==> src/rtl/elastic_config_loader.sv <==
// elastic_config_loader
// Decodes a packed configuration image arriving on a valid/stop stream into
// per-PE, per-context config-memory writes. It also maintains each PE's
// mapping_context_max_id and fires one start_exec pulse once the image ends.
module elastic_config_loader #(
   parameter int DATA_WIDTH                 = 32,
   parameter int PE_NUM                     = 16,
   parameter int PE_NUM_BIT_LENGTH          = 4,
   parameter int NEIGHBOR_PE_NUM            = 4,
   parameter int NEIGHBOR_PE_NUM_BIT_LENGTH = 2,
   parameter int OPERATION_BIT_LENGTH       = 4,
   parameter int CONTEXT_SIZE               = 8,
   parameter int CONTEXT_SIZE_BIT_LENGTH    = 3
) (
   input  logic                                  clk,
   input  logic                                  reset_n,
   input  logic [DATA_WIDTH-1:0]                 stream_data,
   input  logic                                  stream_valid,
   output logic                                  stream_stop,
   input  logic                                  reload,
   output logic [NEIGHBOR_PE_NUM_BIT_LENGTH-1:0] config_input_PE_index_1,
   output logic [NEIGHBOR_PE_NUM_BIT_LENGTH-1:0] config_input_PE_index_2,
   output logic [NEIGHBOR_PE_NUM-1:0]            config_output_PE_index,
   output logic [OPERATION_BIT_LENGTH-1:0]       config_op,
   output logic [DATA_WIDTH-1:0]                 config_const_data,
   output logic [CONTEXT_SIZE_BIT_LENGTH-1:0]    config_index,
   output logic [PE_NUM-1:0]                     write_config_data,
   output logic [CONTEXT_SIZE_BIT_LENGTH-1:0]    mapping_context_max_id [PE_NUM],
   output logic                                  start_exec,
   output logic                                  loading,
   output logic                                  error
);

   localparam int NB     = NEIGHBOR_PE_NUM_BIT_LENGTH;
   localparam int N      = NEIGHBOR_PE_NUM;
   localparam int OPB    = OPERATION_BIT_LENGTH;
   localparam int PEW    = PE_NUM_BIT_LENGTH;
   localparam int CXW    = CONTEXT_SIZE_BIT_LENGTH;
   localparam int OP_LSB = 2*NB + N;

   // One extra bit so the range checks stay meaningful even when the field
   // can only just encode PE_NUM-1 / CONTEXT_SIZE-1.
   localparam logic [PEW:0] PE_LIMIT  = PE_NUM[PEW:0];
   localparam logic [CXW:0] CTX_LIMIT = CONTEXT_SIZE[CXW:0];

   typedef enum logic [2:0] {
      S_HEADER = 3'd0,
      S_OP     = 3'd1,
      S_CONST  = 3'd2,
      S_START  = 3'd3,
      S_DONE   = 3'd4
   } state_t;

   state_t state, state_nxt;
   logic   accept;
   logic   hdr_seen;

   // Header fields taken straight from the stream word
   logic [PEW-1:0]    hdr_pe_id;
   logic [CXW-1:0]    hdr_max_id;
   logic              hdr_last;
   logic              hdr_bad;
   logic [PE_NUM-1:0] hdr_sel;

   // Current PE block
   logic [PEW-1:0]    blk_pe_id;
   logic [CXW-1:0]    blk_max_id;
   logic              blk_last;
   logic              blk_bad;
   logic [CXW-1:0]    ctx;
   logic              ctx_last;

   // Op-word fields held until the matching const word arrives
   logic [NB-1:0]     hold_idx1;
   logic [NB-1:0]     hold_idx2;
   logic [N-1:0]      hold_mask;
   logic [OPB-1:0]    hold_op;

   function automatic logic [PE_NUM-1:0] pe_decode(input logic [PEW-1:0] id);
      logic [PE_NUM-1:0] sel;
      sel = '0;
      for (int p = 0; p < PE_NUM; p++)
         if (id == PEW'(p)) sel[p] = 1'b1;
      return sel;
   endfunction

   assign hdr_pe_id  = stream_data[PEW-1:0];
   assign hdr_max_id = stream_data[8+CXW-1:8];
   assign hdr_last   = stream_data[DATA_WIDTH-1];
   assign hdr_bad    = ({1'b0, hdr_pe_id} >= PE_LIMIT) || ({1'b0, hdr_max_id} >= CTX_LIMIT);
   assign hdr_sel    = pe_decode(hdr_pe_id);
   assign ctx_last   = (ctx == blk_max_id);

   // State register
   always_ff @(posedge clk) begin
      if (!reset_n) state <= S_HEADER;
      else          state <= state_nxt;
   end

   // Next-state decode: advance on each accepted word, START always falls to DONE
   always_comb begin
      state_nxt = state;
      case (state)
         S_HEADER: if (accept) state_nxt = S_OP;
         S_OP:     if (accept) state_nxt = S_CONST;
         S_CONST:  if (accept) begin
                      if (ctx_last) state_nxt = blk_last ? S_START : S_HEADER;
                      else          state_nxt = S_OP;
                   end
         S_START:  state_nxt = S_DONE;
         S_DONE:   if (reload) state_nxt = S_HEADER;
         default:  state_nxt = S_HEADER;
      endcase
   end

   // State-decoded outputs: back-pressure, transfer qualifier, loading flag
   always_comb begin
      stream_stop = (state == S_START) || (state == S_DONE);
      accept      = stream_valid && !stream_stop;
      loading     = hdr_seen && !stream_stop;
   end

   // Block bookkeeping: latch header fields, step the context counter
   always_ff @(posedge clk) begin
      if (!reset_n) begin
         blk_pe_id  <= '0;
         blk_max_id <= '0;
         blk_last   <= 1'b0;
         blk_bad    <= 1'b0;
         ctx        <= '0;
      end else if (state == S_HEADER && accept) begin
         blk_pe_id  <= hdr_pe_id;
         blk_max_id <= hdr_max_id;
         blk_last   <= hdr_last;
         blk_bad    <= hdr_bad;
         ctx        <= '0;
      end else if (state == S_CONST && accept && !ctx_last) begin
         ctx        <= ctx + 1'b1;
      end
   end

   // Op-word holding registers; never observed before they are reloaded
   always_ff @(posedge clk) begin
      if (state == S_OP && accept) begin
         hold_idx1 <= stream_data[NB-1:0];
         hold_idx2 <= stream_data[2*NB-1:NB];
         hold_mask <= stream_data[OP_LSB-1:2*NB];
         hold_op   <= stream_data[OP_LSB+OPB-1:OP_LSB];
      end
   end

   // Config-bus write port: buses update only on a real write and then hold
   always_ff @(posedge clk) begin
      if (!reset_n) begin
         config_input_PE_index_1 <= '0;
         config_input_PE_index_2 <= '0;
         config_output_PE_index  <= '0;
         config_op               <= '0;
         config_const_data       <= '0;
         config_index            <= '0;
         write_config_data       <= '0;
      end else begin
         write_config_data <= '0;
         if (state == S_CONST && accept && !blk_bad) begin
            config_input_PE_index_1 <= hold_idx1;
            config_input_PE_index_2 <= hold_idx2;
            config_output_PE_index  <= hold_mask;
            config_op               <= hold_op;
            config_const_data       <= stream_data;
            config_index            <= ctx;
            write_config_data       <= pe_decode(blk_pe_id);
         end
      end
   end

   // Per-PE max context id, written by every valid header
   always_ff @(posedge clk) begin
      if (!reset_n) begin
         for (int p = 0; p < PE_NUM; p++) mapping_context_max_id[p] <= '0;
      end else if (state == S_HEADER && accept && !hdr_bad) begin
         for (int p = 0; p < PE_NUM; p++)
            if (hdr_sel[p]) mapping_context_max_id[p] <= hdr_max_id;
      end
   end

   // Start pulse, sticky error and the header-seen flag behind loading
   always_ff @(posedge clk) begin
      if (!reset_n) begin
         start_exec <= 1'b0;
         error      <= 1'b0;
         hdr_seen   <= 1'b0;
      end else begin
         start_exec <= (state == S_START) && !error;
         if (state == S_HEADER && accept) begin
            hdr_seen <= 1'b1;
            if (hdr_bad) error <= 1'b1;
         end else if (state == S_START) begin
            hdr_seen <= 1'b0;
         end
         if (state == S_DONE && reload) error <= 1'b0;
      end
   end

endmodule
==> config.mk <==
export PLATFORM = sky130hd
export DESIGN_NAME = elastic_config_loader
export DESIGN_NICKNAME = d
export VERILOG_FILES = /design/src/rtl/elastic_config_loader.sv
export SDC_FILE = /design/constraint.sdc
export NUM_CORES = 1
export LEC_CHECK = 0
export ABC_AREA = 1
export CORE_ASPECT_RATIO = 0.6
export CORE_MARGIN = 5
export CORE_UTILIZATION = 42
export DETAILED_ROUTE_END_ITERATION = 8
export GPL_ROUTABILITY_DRIVEN = 0
export HOLD_SLACK_MARGIN = 0.1
export PLACE_DENSITY = 0.76
export SYNTH_ARGS = -nofsm -noshare
export SYNTH_HDL_FRONTEND = slang
export SYNTH_SLANG_ARGS = --single-unit
==> constraint.sdc <==
create_clock -name clk -period 2.25 [get_ports clk]
set_clock_uncertainty 0.2 [all_clocks]
set_input_delay 0.3375 -clock clk [delete_from_list [all_inputs] [get_ports clk]]
set_output_delay 0.3375 -clock clk [all_outputs]
set_load 0.1 [all_outputs]
* Word level (Yosys, flattened, before mapping)
Index checks and enable logic that the tools add are counted.
W data, S select, Z words.
** Word-level totals
- Flip-flop bits (word level) :: 139
- Output and inout bits :: 115
- Logic and storage cells :: 148
** Operators by class
- Reduce and logical (&&, ||, !) cells :: 32
- Bitwise operators :: 1
- Equal/unequal tests :: 39
- Mux-type cells :: 41
- Add/sub/neg operators :: 1
** Operators with widths (count)
- $eq A4 B4 Y1 const B :: 16
- $mux W1 :: 34
- $reduce_and A2 Y1 :: 17
- $eq A4 B3 Y1 const B :: 8
- $eq A4 B2 Y1 const B :: 4
- $pmux W3 S5 :: 1
- $mux W3 :: 4
- $eq A4 B1 Y1 const B :: 2
- $logic_not A4 Y1 :: 2
- $ne A2 B2 Y1 const B :: 4
- $eq A3 B2 Y1 const B :: 2
- $logic_and A1 B1 Y1 :: 6
- $mux W2 :: 2
- $reduce_and A4 Y1 :: 1
- $add A3 B1 Y3 const B :: 1
- $eq A3 B1 Y1 const B :: 1
- $eq A3 B3 Y1 :: 1
- $eq A3 B3 Y1 const B :: 1
- $logic_not A3 Y1 :: 1
- $logic_not A1 Y1 :: 2
- $reduce_bool A2 Y1 :: 1
- $reduce_or A2 Y1 :: 1
- $logic_or A1 B1 Y1 :: 1
- $not A1 Y1 :: 1

* Depth between registers and ports, before layout
Gate-level depths: netlist (run 1).
- Word-level depth :: 6
- Gate-level depth with buffers :: 8
- Gate-level depth less buffers :: 7

* Worst setup path after synthesis (run 1)
No wires, ideal clock.
- Path kind :: register to output
- Start :: reg state[2]
- End :: out loading
- Cell stages (with the launch flop) :: 5
- Arrival time :: 1.895 ns
- Setup slack :: -0.183 ns
- Required time :: 1.712 ns
- Path buffers :: 0
- Cell sequence :: dfxtp_1 -> inv_1 -> nand3_1 -> nand2_1 -> nor2_1
** On the way
- Longest elaborated chain between the ends :: 4
** Ends and longest elaborated chain
- start: declaration :: line 54 : state_t state, state_nxt;
- start signal: assignment :: line 97 : else state <= state_nxt;
- $eq A3 B2 Y1 or $eq A3 B3 Y1 (tied branches) :: line 118 : stream_stop = (state == S_START) || (state == S_DONE);
- $logic_or A1 B1 Y1 (*) :: line 118
- $logic_not A1 Y1 (*) :: line 120 : loading = hdr_seen && !stream_stop;
- $logic_and A1 B1 Y1 (*) :: line 120
- end: declaration :: line 30 : output logic loading,
Mark *: on every way between the ends. The rest lies on a longest branch, timed or not.

* Final worst setup path (run 1)
Same ends and word-level chain as after synthesis.

==> results.rst, run 1 <==
.. list-table::
   :header-rows: 1

   * - Metric
     - Value
   * - Outcome
     - finished clean
   * - Clock transition time at the flip-flop clock pins of the worst setup and hold paths
     - 0.06 ns
   * - Starting density of the core
     - 0.435
   * - Crit path DAT
     - 1.58 ns
   * - Critical path cell sequence
     - inv_1, nand3_1, nand2_1, nor2_2, buf_12
   * - Pin count of the biggest net entering global routing
     - 54
   * - Worst hold margin
     - 0.272 ns
   * - Max cap viols
     - 0
   * - Longest Clk Path Bufs
     - 2
   * - Fin util
     - 0.613
   * - Post-Syn Area
     - 4960 um^2
   * - Count of state elements after synthesis
     - 139
   * - Number of antenna diodes
     - 0
   * - Largest stage delay on the critical path
     - 0.47 ns
   * - Antenna Nets Post-Route
     - 0
   * - Number of levels the H-tree was split into
     - 4
   * - HPWL after detailed placement
     - 9.78 mm
   * - Wirelength per Cell
     - 14.9 um
   * - Setup repair after global routing missed its margin
     - no
   * - Vias/cell
     - 4.90
   * - TritonCTS clock tree
     - yes
   * - Site row count
     - 30
   * - Layout Nets
     - 791
   * - Number of buffers inserted by port buffering
     - 149
   * - Via count
     - 4541
   * - First DRT Iteration DRCs
     - 239
   * - Tot GR Track Use
     - 0.196
   * - Pwr per Cell Area
     - 928 nW/um^2
   * - Slew Viols, Final
     - 0
   * - Portion of the post-synthesis area used by sequential elements
     - 0.585
   * - Root Buffer Master
     - clkbuf_16
   * - Vias in the first global route
     - 4454
   * - Hold Crit Class
     - reg -> reg
   * - Time the worst path needs with I/O delays and setup
     - 2.12 ns
   * - Die Y
     - 94.2 um
   * - Largest fanout on the critical path
     - 5
   * - Most used cells in the layout excluding fill and tap cells
     - nor2_1 (182), dfxtp_1 (127), buf_4 (123)
   * - Total detailed-routing wirelength
     - 13.8 mm
   * - Req. time, crit path
     - 1.71 ns
   * - Post-synthesis area per instance
     - 8.27 um^2
   * - DP Worst Slack
     - 0.0823 ns
   * - Critical Path Sink Type
     - output port
   * - Cell with the largest stage delay on the worst path
     - dfxtp_1
   * - Fraction of final layout cells with drive strength greater than 1
     - 0.235
   * - # Post-CTS Setup Buffers
     - 0
   * - Clock sinks
     - 139
   * - Number of buffers created by CTS
     - 17
   * - Post-Route Setup TNS
     - 0 ns
   * - Final setup viols
     - 0
   * - Horiz. Die Dim
     - 150 um
   * - Final Hold Viols
     - 0
   * - Final global-route overflow total
     - 0
   * - Count of boundary I/O pins
     - 151
   * - Pre-Repair DR Iteration Count
     - 5
   * - Final setup margin
     - 0.131 ns
   * - Critical Path Source Type
     - flop
   * - Number of antenna violations at the first check in global routing
     - 0
   * - Insertion delay of the later-clocked pin in the worst-skew pair
     - 0.40 ns
   * - Leakage Power
     - 3.06 nW
   * - Area inside the core boundary
     - 11400 um^2
   * - Number of warning messages in the yosys log
     - 0
   * - Most frequent standard cell in the layout excluding fill and tap cells
     - nor2_1
   * - DIE AREA
     - 14200 um^2
   * - Netlist cell types
     - 28
   * - Peak Freq
     - 472 MHz
   * - Class of the most critical setup path
     - reg -> out
   * - Number of remaining DRC errors
     - 0
   * - Nets in the synthesized netlist
     - 637
   * - Final period util
     - 0.942
   * - Maximum resistive drop on vdd
     - 0.609 mV
   * - Area growth from synthesis to layout
     - 41.1%
   * - Synthesized netlist cell count
     - 600
   * - Global-route wire length before repair
     - 22.1 mm
-- layout make-up --
class / count / area [um^2]
clock buffers: 18 / 429
clock inverters: 14 / 169
fillers: 1015 / 4410
inverters: 32 / 120
multi-input cells: 401 / 1820
flip-flops and latches: 139 / 2900
well taps: 160 / 200
repair buffers: 163 / 1360
-- repair_timing --
action                                  in CTS  in global routing
hold buffers                                 1                  0
endpoints found under the hold margin        8                  0
gates resized for setup                      0                  1
endpoints found under the setup margin       0                  1
-- worst max-delay path, delay by kind of cell, from the launching register on --
family	cells	cell delay [ns]
buf+inv	2	0.32
flops	1	0.47
simple gates	3	0.39
-- power by group --
group	switching, W	leakage [nW]	internal [W]
combinational	0.000783	1.62	0.000246
clock	0.00106	0.295	0.00175
sequential	0.0000568	1.14	0.00259
total	0.00190	3.06	0.00459
-- routing by layer --
layer	vias to the layer above	wire length (um)	GRT usage
met5	-	0	0
met4	0	182	0.0738
met3	16	1150	0.0685
met2	140	6450	0.305
met1	2130	6060	0.250
li1	2255	-	-
-- Yosys cell counts, drive strengths merged --
cell / instances / area share
buf: 14 / 0.018
dfxtp: 127 / 0.51
nor3: 3 / 0.0030
nor4: 1 / 0.0013
o21ai: 102 / 0.10
ha: 1 / 0.0025
nor2: 191 / 0.16
xnor2: 1 / 0.0018
inv: 23 / 0.017
xor2: 1 / 0.0018
nand3: 12 / 0.013
nand2: 47 / 0.038
clkbuf: 14 / 0.011
nand4: 2 / 0.0025
clkinv: 9 / 0.0068
edfxtp: 12 / 0.073
conb: 1 / 0.00076
a21oi: 39 / 0.039
-- cell families (layout without fill, tap and decap cells) --
family / Yosys count / count (layout) / share of synthesized area
compound gates: 141 / 141 / 0.142
xor+xnor: 2 / 2 / 0.00353
fa+ha+maj: 1 / 1 / 0.00252
buf+inv: 60 / 227 / 0.0530
flops: 139 / 139 / 0.585
other cells: 1 / 1 / 0.000756
simple gates: 256 / 256 / 0.213
-- final timing paths --
kind	from	end	slack [ns]	cells past startpoint
setup / recovery	state[2]	loading	0.13	5
hold / removal	blk_max_id[0]	blk_max_id[0]	0.27	2
setup reg to reg	state[2]	mapping_context_max_id[0]	0.49	6
hold reg to reg	blk_max_id[0]	blk_max_id[0]	0.27	2
-- registers in the layout, summed over array words and instances (netlist names), 3 cells and up --
name                    cells
blk_max_id                  3
mapping_context_max_id     48
write_config_data          16
hold_op                     4
config_output_PE_index      4
config_op                   4
blk_pe_id                   4
hold_mask                   4
state                       3
config_index                3
ctx                         3
config_const_data          32
-- metrics by stage --
step / power (W) / instance area [um^2] / std cells
finish: 0.00649 / 7000 / 927
global route: 0.00672 / 7000 / 927
CTS: 0.00653 / 6990 / 927
detailed placement: 0.00373 / 6380 / 894
global placement: 0.00371 / 6380 / 894
floorplan: 0.00344 / 4970 / 600
Note: power is estimated with default switching activity, not from simulation.
==> inputs of run 2 (changes only) <==
- REMOVE_ABC_BUFFERS: unset -> 1
==> run 2 against run 1 <==
Against the previous run:
- routed wire length fell by 0.78%
- critical endpoint unchanged
- cell count increased by 0.11%
- largest power group unchanged
- largest cell class unchanged
- clock power down 3%
- setup slack worse by 0.012 ns
- utilization shrank 0.37 points
- die area did not move
- combinational power barely moved
- critical path depth unchanged
- final area is 0.61% lower
- sequential power barely moved
==> results.rst, run 2 (synthesis gave the netlist of run 1 again) <==
.. list-table::
   :header-rows: 1

   * - Metric
     - Value
   * - Final global-route overflow total
     - 0 (unchanged)
   * - Clock share of power
     - 0.426 (was 0.433)
   * - Most used cells in the layout excluding fill and tap cells
     - nor2_1 (183), dfxtp_1 (127), buf_4 (126) (was nor2_1 (182), dfxtp_1 (127), buf_4 (123))
   * - Cts hold-fix bufs
     - 0 (was 1)
   * - Largest registers
     - mapping_context_max_id (48), config_const_data (32), write_config_data (16) (unchanged)
   * - Time the worst path needs with I/O delays and setup
     - 2.13 ns (was 2.12 ns)
   * - Cell with the largest stage delay on the worst path
     - dfxtp_1 (unchanged)
   * - Area growth from synthesis to layout
     - 40.2% (was 41.1%)
   * - Total detailed-routing wirelength
     - 13.7 mm (was 13.8 mm)
   * - Via count
     - 4524 (was 4541)
   * - Largest stage delay on the critical path
     - 0.43 ns (was 0.47 ns)
   * - Insertion delay of the later-clocked pin in the worst-skew pair
     - 0.41 ns (was 0.40 ns)
   * - Number of buffer and inverter instances along the worst setup path
     - 2 (unchanged)
   * - Fraction of final layout cells with drive strength greater than 1
     - 0.233 (was 0.235)
   * - Sequential group share of total power
     - 0.414 (was 0.408)
   * - Class of the most critical setup path
     - reg -> out (unchanged)
   * - Critical Path Sink Type
     - output port (unchanged)
   * - Final setup viols
     - 0 (unchanged)
   * - Critical path cell sequence
     - inv_1, nand3_1, nand2_1, nor2_1, buf_12 (was inv_1, nand3_1, nand2_1, nor2_2, buf_12)
   * - Setup repair after global routing missed its margin
     - no (unchanged)
   * - Number of levels the H-tree was split into
     - 4 (unchanged)
   * - Root Buffer Master
     - clkbuf_16 (unchanged)
   * - First DRT Iteration DRCs
     - 249 (was 239)
   * - Final Hold Viols
     - 0 (unchanged)
   * - Horiz. Die Dim
     - 150 um (unchanged)
   * - Area inside the core boundary
     - 11400 um^2 (unchanged)
   * - Layout Nets
     - 792 (was 791)
   * - Design internal power
     - 0.00452 W (was 0.00459 W)
   * - DIE AREA
     - 14200 um^2 (unchanged)
   * - Vias in the first global route
     - 4506 (was 4454)
   * - Number of remaining DRC errors
     - 0 (unchanged)
   * - Critical Path Source Type
     - flop (unchanged)
   * - Global-route wire length before repair
     - 22.4 mm (was 22.1 mm)
   * - Count of boundary I/O pins
     - 151 (unchanged)
   * - Antenna Nets Post-Route
     - 0 (unchanged)
   * - Starting density of the core
     - 0.435 (unchanged)
   * - Top delay family on crit path
     - simple AND/OR/NAND/NOR gates (was flip-flops)
   * - Most flop-heavy register
     - mapping_context_max_id (unchanged)
   * - Pin count of the biggest net entering global routing
     - 39 (was 54)
   * - HPWL after detailed placement
     - 9.76 mm (was 9.78 mm)
   * - Net Sw Frac
     - 0.293 (about the same)
   * - Minimum setup slack among reg-to-reg paths
     - 0.50 ns (was 0.49 ns)
   * - Clock sinks
     - 139 (unchanged)
   * - Gates resized, CTS repair
     - 0 (unchanged)
   * - Worst hold margin
     - 0.181 ns (was 0.272 ns)
   * - Maximum resistive drop on vdd
     - 0.536 mV (was 0.609 mV)
   * - Outcome
     - finished clean (unchanged)
   * - Final period util
     - 0.947 (was 0.942)
   * - Pwr per Cell Area
     - 920 nW/um^2 (was 928 nW/um^2)
   * - Crit path DAT
     - 1.59 ns (was 1.58 ns)
   * - Psw
     - 0.00188 W (was 0.00190 W)
   * - Req. time, crit path
     - 1.71 ns (about the same)
   * - Fin util
     - 0.609 (was 0.613)
   * - Longest Clk Path Bufs
     - 2 (unchanged)
   * - Placed standard-cell area
     - 6370 um^2 (was 6380 um^2)
   * - Number of buffers inserted by port buffering
     - 149 (unchanged)
   * - Wirelength per Cell
     - 14.8 um (was 14.9 um)
   * - Number of antenna diodes
     - 0 (unchanged)
   * - Leakage Power
     - 3.04 nW (was 3.06 nW)
   * - Number of antenna violations at the first check in global routing
     - 0 (unchanged)
   * - Clock transition time at the flip-flop clock pins of the worst setup and hold paths
     - 0.06 ns (about the same)
   * - Die Y
     - 94.2 um (unchanged)
   * - Max reg flops
     - 48 (unchanged)
   * - Slew Viols, Final
     - 0 (unchanged)
   * - Max cap viols
     - 0 (unchanged)
   * - # Post-CTS Setup Buffers
     - 0 (unchanged)
   * - Power share of the combinational group
     - 0.160 (was 0.159)
   * - Site row count
     - 30 (unchanged)
   * - Pre-Repair DR Iteration Count
     - 5 (unchanged)
   * - Hold Crit Class
     - in -> reg (was reg -> reg)
   * - TritonCTS clock tree
     - yes (unchanged)
   * - Final Instance Area
     - 6950 um^2 (was 7000 um^2)
   * - Number of buffers created by CTS
     - 17 (unchanged)
   * - Vias/cell
     - 4.88 (was 4.90)
   * - Peak Freq
     - 469 MHz (was 472 MHz)
   * - Tot GR Track Use
     - 0.201 (was 0.196)
   * - Most frequent standard cell in the layout excluding fill and tap cells
     - nor2_1 (unchanged)
   * - Largest fanout on the critical path
     - 5 (unchanged)
run 2: cell count changes in the layout (fill, tap and decap cells not counted), sizes merged:
cell / change
buf: +2
bufinv: -1
clkbuf: +3
clkinv: -2
clkinvlp: +2
dlygate4sd3: -1
inv: -2
run 2: layout make-up:
class | count | area [um^2]
clock inverters | 11 | 119
well taps | 160 | 200
multi-input cells | 401 | 1800
flip-flops and latches | 139 | 2900
repair buffers | 164 | 1350
inverters | 32 | 120
fillers | 993 | 4460
clock buffers | 21 | 460
run 2: worst paths after layout:
check | from | end | cells after the start
min | reset_n | config_const_data[26] | 3
max reg2reg | state[1] | write_config_data[11] | 6
min reg2reg | hold_mask[0] | config_output_PE_index[0] | 2
max | state[2] | loading | 5
run 2: routing by layer:
| layer | part of all wire | track usage | wire length, um | vias to the layer above |
|---|---|---|---|---|
| met1 | 0.45 | 0.258 | 6160 | 2108 |
| met5 | 0 | 0 | 0 | - |
| met4 | 0.010 | 0.0715 | 144 | 0 |
| met3 | 0.085 | 0.0646 | 1160 | 11 |
| li1 | - | - | - | 2256 |
| met2 | 0.46 | 0.317 | 6270 | 149 |
run 2: power groups by stage:
stage	Combinational (W)	Sequential [W]	Clock, W
after floorplan	0.000240	0.00316	0
after global placement	0.00101	0.00269	0
after detailed placement	0.00103	0.00270	0
after CTS	0.00103	0.00264	0.00277
after global routing	0.00109	0.00266	0.00290
final	0.00103	0.00265	0.00273
run 2: through the flow:
step | cells | setup WS [ns] | total power, W | TNS [ns]
3_5_place_dp | 896 | 0.129 | 0.00372 | 0
5_1_grt | 928 | 0.00337 | 0.00665 | 0
2_1_floorplan | 572 | -0.183 | 0.00340 | -1.06
4_1_cts | 928 | 0.108 | 0.00644 | 0
3_3_place_gp | 896 | 0.175 | 0.00371 | 0
6_report | 928 | 0.120 | 0.00640 | 0
run 2: worst min-delay path, cell delays in order:
cell     delay, ns
buf_2         0.23
o21ai_0       0.13
nor2_1        0.04
==> inputs of run 3 (changes only) <==
- MAX_ROUTING_LAYER: unset -> met4
==> run 3 against run 2 <==
Against the previous run:
- maximum frequency is 0.36% lower
- final area did not move
- power increased by 0.18%
- count of clock-buffer cells in the layout unchanged
- critical path type unchanged
- critical endpoint unchanged
- largest power group unchanged
- highest routed layer unchanged
==> results.rst, run 3 (synthesis gave the netlist of run 1 again) <==
.. list-table::
   :header-rows: 1

   * - Metric
     - Value
   * - Outcome
     - finished clean (unchanged)
   * - Count of fill cells added during filler insertion
     - 993 (unchanged)
   * - Number of antenna violations at the first check in global routing
     - 0 (unchanged)
   * - Largest fanout on the critical path
     - 5 (unchanged)
   * - Most flop-heavy register
     - mapping_context_max_id (unchanged)
   * - Leakage Power
     - 3.04 nW (unchanged)
   * - Area growth from synthesis to layout
     - 40.2% (unchanged)
   * - Max reg flops
     - 48 (unchanged)
   * - Fin util
     - 0.609 (unchanged)
   * - Total detailed-routing wirelength
     - 13.7 mm (about the same)
   * - HPWL after detailed placement
     - 9.76 mm (unchanged)
   * - Cell depth of the worst flop-to-flop path
     - 6 (unchanged)
   * - Global-route wire length before repair
     - 22.4 mm (about the same)
   * - Maximum resistive drop on vdd
     - 0.540 mV (was 0.536 mV)
   * - TritonCTS clock tree
     - yes (unchanged)
   * - Minimum setup slack among reg-to-reg paths
     - 0.51 ns (was 0.50 ns)
   * - R2r startpoint
     - state[1] (unchanged)
   * - Root Buffer Master
     - clkbuf_16 (unchanged)
   * - Vias in the first global route
     - 4522 (was 4506)
   * - Hold Crit Class
     - in -> reg (unchanged)
   * - Crit path DAT
     - 1.60 ns (was 1.59 ns)
   * - Insertion delay of the later-clocked pin in the worst-skew pair
     - 0.41 ns (about the same)
   * - Most frequent standard cell in the layout excluding fill and tap cells
     - nor2_1 (unchanged)
   * - Site row count
     - 30 (unchanged)
   * - Fraction of final layout cells with drive strength greater than 1
     - 0.233 (unchanged)
   * - Critical Path Source Type
     - flop (unchanged)
   * - Gates resized, CTS repair
     - 0 (unchanged)
   * - Area inside the core boundary
     - 11400 um^2 (unchanged)
   * - Via count
     - 4520 (was 4524)
   * - Die Y
     - 94.2 um (unchanged)
   * - Final Instance Area
     - 6950 um^2 (unchanged)
   * - Worst hold margin
     - 0.178 ns (was 0.181 ns)
   * - Clock transition time at the flip-flop clock pins of the worst setup and hold paths
     - 0.06 ns (about the same)
   * - Placed standard-cell area
     - 6370 um^2 (unchanged)
   * - Final period util
     - 0.950 (was 0.947)
   * - Final setup viols
     - 0 (unchanged)
   * - Critical Path Sink Type
     - output port (unchanged)
   * - Cts hold-fix bufs
     - 0 (unchanged)
   * - Req. time, crit path
     - 1.71 ns (about the same)
   * - Tot GR Track Use
     - 0.206 (was 0.201)
   * - Final global-route overflow total
     - 0 (unchanged)
   * - Depth of the worst hold-timing path
     - 3 (unchanged)
   * - Starting density of the core
     - 0.435 (unchanged)
   * - Pin count of the biggest net entering global routing
     - 39 (unchanged)
   * - Longest Clk Path Bufs
     - 2 (unchanged)
   * - Pwr per Cell Area
     - 922 nW/um^2 (was 920 nW/um^2)
   * - # Post-CTS Setup Buffers
     - 0 (unchanged)
   * - Setup repair after global routing missed its margin
     - no (unchanged)
   * - Slew Viols, Final
     - 0 (unchanged)
   * - First DRT Iteration DRCs
     - 267 (was 249)
   * - Max cap viols
     - 0 (unchanged)
   * - Layout Nets
     - 792 (unchanged)
   * - Class of the most critical setup path
     - reg -> out (unchanged)
   * - Vias/cell
     - 4.87 (was 4.88)
   * - Most used cells in the layout excluding fill and tap cells
     - nor2_1 (183), dfxtp_1 (127), buf_4 (126) (unchanged)
   * - Horiz. Die Dim
     - 150 um (unchanged)
   * - Final Hold Viols
     - 0 (unchanged)
   * - Time the worst path needs with I/O delays and setup
     - 2.14 ns (was 2.13 ns)
   * - Pre-Repair DR Iteration Count
     - 4 (was 5)
   * - Clock sinks
     - 139 (unchanged)
   * - Number of antenna diodes
     - 0 (unchanged)
   * - Number of buffers inserted by port buffering
     - 149 (unchanged)
   * - Largest registers
     - mapping_context_max_id (48), config_const_data (32), write_config_data (16) (unchanged)
   * - Wirelength per Cell
     - 14.8 um (about the same)
   * - Number of remaining DRC errors
     - 0 (unchanged)
   * - Startpoint of the lowest-slack hold path
     - reset_n (unchanged)
   * - Antenna Nets Post-Route
     - 0 (unchanged)
   * - DIE AREA
     - 14200 um^2 (unchanged)
   * - Worst Hold Path EP
     - config_const_data[26] (unchanged)
   * - Number of levels the H-tree was split into
     - 4 (unchanged)
   * - Peak Freq
     - 468 MHz (was 469 MHz)
   * - Count of boundary I/O pins
     - 151 (unchanged)
   * - Endpoint of the most critical register-to-register path
     - write_config_data[11] (unchanged)
   * - Post-Route Setup TNS
     - 0 ns (unchanged)
   * - Number of buffers created by CTS
     - 17 (unchanged)
-- run 3: cell counts in the layout (fill, tap and decap cells not counted) --
No cell type changed its count.
-- run 3: layout make-up --
cell class | count | area (um^2) | area share
inverters | 32 | 120 | 0.0173
well taps | 160 | 200 | 0.0288
clock inverters | 11 | 119 | 0.0171
flip-flops and latches | 139 | 2900 | 0.417
repair buffers | 164 | 1350 | 0.194
clock buffers | 21 | 460 | 0.0662
multi-input cells | 401 | 1800 | 0.259
-- run 3: how the worst max path moves through the flow --
stage | startpoint | to | cells past startpoint
after global placement | stream_valid | config_input_PE_index_1[1] | 7
after CTS | state[2] | loading | 5
after floorplan | state[2] | loading | 4
final | state[2] | loading | 5
after detailed placement | stream_data[1] | mapping_context_max_id[34] | 7
after global routing | state[2] | stream_stop | 5
-- run 3: stage by stage --
| stage | cells | total power [W] | setup slack [ns] |
|---|---|---|---|
| floorplan | 572 | 0.00340 | -0.183 |
| global placement | 896 | 0.00371 | 0.175 |
| detailed placement | 896 | 0.00372 | 0.129 |
| CTS | 928 | 0.00644 | 0.108 |
| global route | 928 | 0.00664 | 0.00195 |
| finish | 928 | 0.00641 | 0.112 |
-- run 3: critical path, cell delays in order (launching register included) --
cell and delay [ns]:
dfxtp_1 0.44, inv_1 0.11, nand3_1 0.14, nand2_1 0.09, nor2_1 0.20, buf_12 0.21
-- run 3: power breakdown --
group / internal [W] / total [W] / switching, W
logic: 0.000243 / 0.00103 / 0.000783
registers: 0.00259 / 0.00265 / 0.0000530
clock network: 0.00169 / 0.00274 / 0.00105
-- run 3: metal layers --
metal | share of wire | global-route usage
met5 | 0 | -
met4 | 0.0085 | 0.0715
met3 | 0.079 | 0.0608
met2 | 0.46 | 0.317
met1 | 0.45 | 0.260
